$ cat config.mk
export PLATFORM = sky130hd
export DESIGN_NAME = multicycle_control
export DESIGN_NICKNAME = d
export VERILOG_FILES = /design/src/rtl/multicycle_control.sv
export SDC_FILE = /design/constraint.sdc
export NUM_CORES = 1
export LEC_CHECK = 0
export BUFFER_PORTS_ARGS = -buffer_cell sky130_fd_sc_hd__buf_2
export CORE_MARGIN = 2
export CORE_UTILIZATION = 33
export CTS_CLUSTER_DIAMETER = 30
export DETAILED_ROUTE_END_ITERATION = 10
export PLACE_DENSITY = 0.59
export SYNTH_ARGS = -nofsm -noshare
export SYNTH_HDL_FRONTEND = slang
export SYNTH_SLANG_ARGS = --single-unit
export TNS_END_PERCENT = 30
$ cat constraint.sdc
create_clock -name clk -period 1.99 [get_ports clk]
set_clock_uncertainty 0.2 [all_clocks]
set_input_delay 0.398 -clock clk [delete_from_list [all_inputs] [get_ports clk]]
set_output_delay 0.398 -clock clk [all_outputs]
set_load 0.1 [all_outputs]
$ cat src/rtl/multicycle_control.sv
// Moore control FSM for a multicycle MIPS-style datapath; outputs decode from state only.
// Optional ADDI path enabled by defining MULTICYCLE_CONTROL_ADDI_EN.
module multicycle_control #(
   parameter int unsigned OPCODE_WIDTH = 6
) (
   input  logic                    clk,
   input  logic                    reset,
   input  logic [OPCODE_WIDTH-1:0] opcode,
   output logic                    PCWrite,
   output logic                    PCWriteCond,
   output logic                    IorD,
   output logic                    MemRead,
   output logic                    MemWrite,
   output logic                    MemtoReg,
   output logic                    IRWrite,
   output logic                    ALUSrcA,
   output logic                    RegWrite,
   output logic                    RegDst,
   output logic [1:0]              PCSource,
   output logic [1:0]              ALUSrcB,
   output logic [1:0]              ALUOp,
   output logic [3:0]              state
);

   typedef enum logic [3:0] {
      StFetch   = 4'd0,
      StDecode  = 4'd1,
      StMemAddr = 4'd2,
      StMemRd   = 4'd3,
      StMemWb   = 4'd4,
      StMemWr   = 4'd5,
      StExec    = 4'd6,
      StAluWb   = 4'd7,
      StBranch  = 4'd8,
      StJump    = 4'd9,
      StAddiEx  = 4'd10,
      StAddiWb  = 4'd11
   } state_e;

   localparam logic [OPCODE_WIDTH-1:0] OpLw   = OPCODE_WIDTH'(6'b100011);
   localparam logic [OPCODE_WIDTH-1:0] OpSw   = OPCODE_WIDTH'(6'b101011);
   localparam logic [OPCODE_WIDTH-1:0] OpR    = OPCODE_WIDTH'(6'b000000);
   localparam logic [OPCODE_WIDTH-1:0] OpBeq  = OPCODE_WIDTH'(6'b000100);
   localparam logic [OPCODE_WIDTH-1:0] OpJ    = OPCODE_WIDTH'(6'b000010);
`ifdef MULTICYCLE_CONTROL_ADDI_EN
   localparam logic [OPCODE_WIDTH-1:0] OpAddi = OPCODE_WIDTH'(6'b001000);
`endif

   state_e state_q, state_d;

   always_ff @(posedge clk or posedge reset) begin
      if (reset) begin
         state_q <= StFetch;
      end else begin
         state_q <= state_d;
      end
   end

   // Opcode is only looked at in DECODE and MEMADDR; unknown opcodes and states fall back to FETCH.
   always_comb begin
      state_d = StFetch;
      case (state_q)
         StFetch:   state_d = StDecode;
         StDecode: begin
            if (opcode == OpLw || opcode == OpSw) state_d = StMemAddr;
            else if (opcode == OpR)               state_d = StExec;
            else if (opcode == OpBeq)             state_d = StBranch;
            else if (opcode == OpJ)               state_d = StJump;
`ifdef MULTICYCLE_CONTROL_ADDI_EN
            else if (opcode == OpAddi)            state_d = StAddiEx;
`endif
            else                                  state_d = StFetch;
         end
         StMemAddr: begin
            if (opcode == OpLw)      state_d = StMemRd;
            else if (opcode == OpSw) state_d = StMemWr;
            else                     state_d = StFetch;
         end
         StMemRd:   state_d = StMemWb;
         StExec:    state_d = StAluWb;
`ifdef MULTICYCLE_CONTROL_ADDI_EN
         StAddiEx:  state_d = StAddiWb;
`endif
         default:   state_d = StFetch;
      endcase
   end

   // Reset gates every output so no write can fire while reset is held.
   always_comb begin
      PCWrite     = 1'b0;
      PCWriteCond = 1'b0;
      IorD        = 1'b0;
      MemRead     = 1'b0;
      MemWrite    = 1'b0;
      MemtoReg    = 1'b0;
      IRWrite     = 1'b0;
      ALUSrcA     = 1'b0;
      RegWrite    = 1'b0;
      RegDst      = 1'b0;
      PCSource    = 2'b00;
      ALUSrcB     = 2'b00;
      ALUOp       = 2'b00;
      if (!reset) begin
         case (state_q)
            StFetch: begin
               MemRead = 1'b1;
               IRWrite = 1'b1;
               ALUSrcB = 2'b01;
               PCWrite = 1'b1;
            end
            StDecode:  ALUSrcB = 2'b11;
            StMemAddr: begin
               ALUSrcA = 1'b1;
               ALUSrcB = 2'b10;
            end
            StMemRd: begin
               MemRead = 1'b1;
               IorD    = 1'b1;
            end
            StMemWb: begin
               RegWrite = 1'b1;
               MemtoReg = 1'b1;
            end
            StMemWr: begin
               MemWrite = 1'b1;
               IorD     = 1'b1;
            end
            StExec: begin
               ALUSrcA = 1'b1;
               ALUOp   = 2'b10;
            end
            StAluWb: begin
               RegWrite = 1'b1;
               RegDst   = 1'b1;
            end
            StBranch: begin
               ALUSrcA     = 1'b1;
               ALUOp       = 2'b01;
               PCWriteCond = 1'b1;
               PCSource    = 2'b01;
            end
            StJump: begin
               PCWrite  = 1'b1;
               PCSource = 2'b10;
            end
`ifdef MULTICYCLE_CONTROL_ADDI_EN
            StAddiEx: begin
               ALUSrcA = 1'b1;
               ALUSrcB = 2'b10;
            end
            StAddiWb:  RegWrite = 1'b1;
`endif
            default: ;
         endcase
      end
   end

   assign state = state_q;

endmodule

==> impl_metrics.ini <==
[synth]
synth_top_family_by_area = simple AND/OR/NAND/NOR gates
yosysWarnings = 0
ys.flop_type = dfrtp_1
syn_inst = 62
synth-compound-area-share_pct = 12.0
synthMuxAreaShare_pct = 0
synth-seq-cells = 4
synthAdderAreaFrac_pct = 0
synth_edf_count = 0
yosys.area.top_type = dfrtp_1
synthSimpleGateAreaFrac_pct = 52.6
synth_xor_area_share_pct = 5.47
synth_fp_nets = 70
syn-cell-area_um2 = 480
yosysTopAreaCellShare_pct = 20.8
synthArstFlopShare_pct = 100
synth_cell_types = 33
netlist_top_cells_area = dfrtp_1, nor2_1, nor4_4
yosysSeqAreaShare_pct = 20.8
syn_area_per_cell_um2 = 7.75

[cells_and_area]
antenna_cells = 0
largest_reg_flops = 4
fillers = 73
layout_commonest_cell = buf_12
fin_util_pct = 86.3
nets = 114
drive_gt1_share_pct = 72.1
mostFrequentLayoutCells = buf_12, buf_4, buf_2
area_growth_pct = 140

[cts]
clock_latency_ns = 0.23
cts_root_buf = clkbuf_4
cts_tree = done
cts_max_path_buffers = 2
cts.sinks = 4
path_clk_slew_ns = 0.04
cts_buffers = 3
hold_buffers = 0
htree_levels = 1

[worst_setup_path]
crit_chain = or3_4 -> nor3_4 -> or2_4 -> buf_12
startpoint_type = register
worstPathRequired_ns = 1.39
crit_type = reg2out
cp_max_fo = 4
crit_buf_inv = 1
cp_slowest_cell = dfrtp_4
slowest_delay_ns = 0.49
cpLargestDelayFamily = simple AND/OR/NAND/NOR gates
critPathArrivalTime_ns = 1.63
cp-end-kind = output pin

[place]
dp_hpwl_mm = 1.24
pre_cts_ws_ns = -0.0464
numPortBuffers = 27
gp_congestion = 0.841

[hold_path]
min_path_type = in2reg

[pwr]
pwr_density_cell_mw_per_mm2 = 943
leakage_nw = 0.467
power_w = 0.00109
ir_drop_uv = 515

[job]
drv_cap = 0

[routing]
wl_mm = 1.97
drt-pass1-iter-count = 4
drtAntennaViolNets = 0
drc = 0
drt_iter0_drc = 30
vias = 673
routedWlPerCell_um = 16.6
vias_per_cell = 5.66

[sta]
period_share_pct = 112
slew_headroom_pct = 67.1
worst_pin_slew_ns = 0.497
setup_viol = 13
fin_ws_ns = -0.241
hold_viol = 0
fmax_mhz = 448
rsz0062_at_grt = yes
slew_viol_final = 0
final.min_clock_period_ns = 2.23

[floorplanning]
coreArea_mm2 = 0.00133
die_width_um = 42.2
start_util_pct = 36.0
dieArea_mm2 = 0.00178
num_rows = 13
io_pins = 28
die_y_um = 42.2

[outcome]
status = complete, but fails checks
violations = setup timing

[global_route]
grt_max_degree = 11
antenna_found_initial = 0
grt_pass1_wl_mm = 2.68
grt_use_total_pct = 19.6
grt_pass1_vias = 606
grt-ovfl-total = 0
## routing by layer
layer  vias to the layer above  track usage (%)  part of all wire (%)
li1                        304                -                     -
met1                       321             24.8                    38
met2                        42             32.8                    54
met3                         6             1.72                   5.5
met4                         0             10.6                   2.4
met5                         -                0                     0
## per-stage QoR
stage	hold WS (ns)	instance area (um^2)	instances	setup TNS (ns)
2_1_floorplan	-0.0226	574	62	-9.51
3_3_place_gp	0.376	1060	114	-0.0482
3_5_place_dp	0.383	1060	114	-0.0789
4_1_cts	0.157	1130	119	-1.98
5_1_grt	0.180	1150	119	-2.68
6_report	0.184	1150	119	-2.03
## cell families (layout without fill, tap and decap cells)
logic type | count (synthesis) | count (layout)
simple gates | 41 | 41
compound gates | 7 | 7
buf+inv | 7 | 49
flops | 4 | 4
xor+xnor | 3 | 3
## final timing paths
check	startpoint	to	slack, ns	cells after the start
setup / recovery	state[1]$_DFF_PP0_	PCWrite	-0.24	4
setup reg to reg	state[1]$_DFF_PP0_	state[3]$_DFF_PP0_	0.40	4
max in group asynchronous	reset	state[2]$_DFF_PP0_	1.28	4
min in group asynchronous	reset	state[1]$_DFF_PP0_	0.19	4
hold / removal	opcode[4]	state[3]$_DFF_PP0_	0.18	2
hold reg to reg	state[2]$_DFF_PP0_	state[2]$_DFF_PP0_	0.62	3
## where the power goes
group          internal [W]  leakage [nW]  switching [W]
Sequential         0.000103        0.0469      0.0000204
Clock             0.0000673        0.0138      0.0000301
Combinational      0.000318         0.406       0.000547
## synthesized netlist by cell type, types with 2 or more instances
cell type,n
nand2b_1,2
nor2b_1,3
and3_1,3
or3_1,3
dfrtp_1,4
nor3_1,4
nand2_1,3
nor2_1,10
nand3_1,3
xnor2_1,2
buf_2,2
buf_4,2
## cell type report
type	count	area, um^2	share of cell area (%)
tap	15	18.8	1.63
sequential	4	113	9.78
inverter	2	7.51	0.652
clock buffer	3	22.5	1.96
multi-input combinational	51	468	40.7
timing repair buffer	44	522	45.3
## repair_timing
item / 4_1_cts / 5_1_grt
endpoints found under the setup margin: 16 / 16
cloned: 0 / 0
pin swaps: 3 / 3
setup buffers: 2 / 0
resized for setup: 6 / 5
Note: power is estimated with default switching activity, not from simulation.
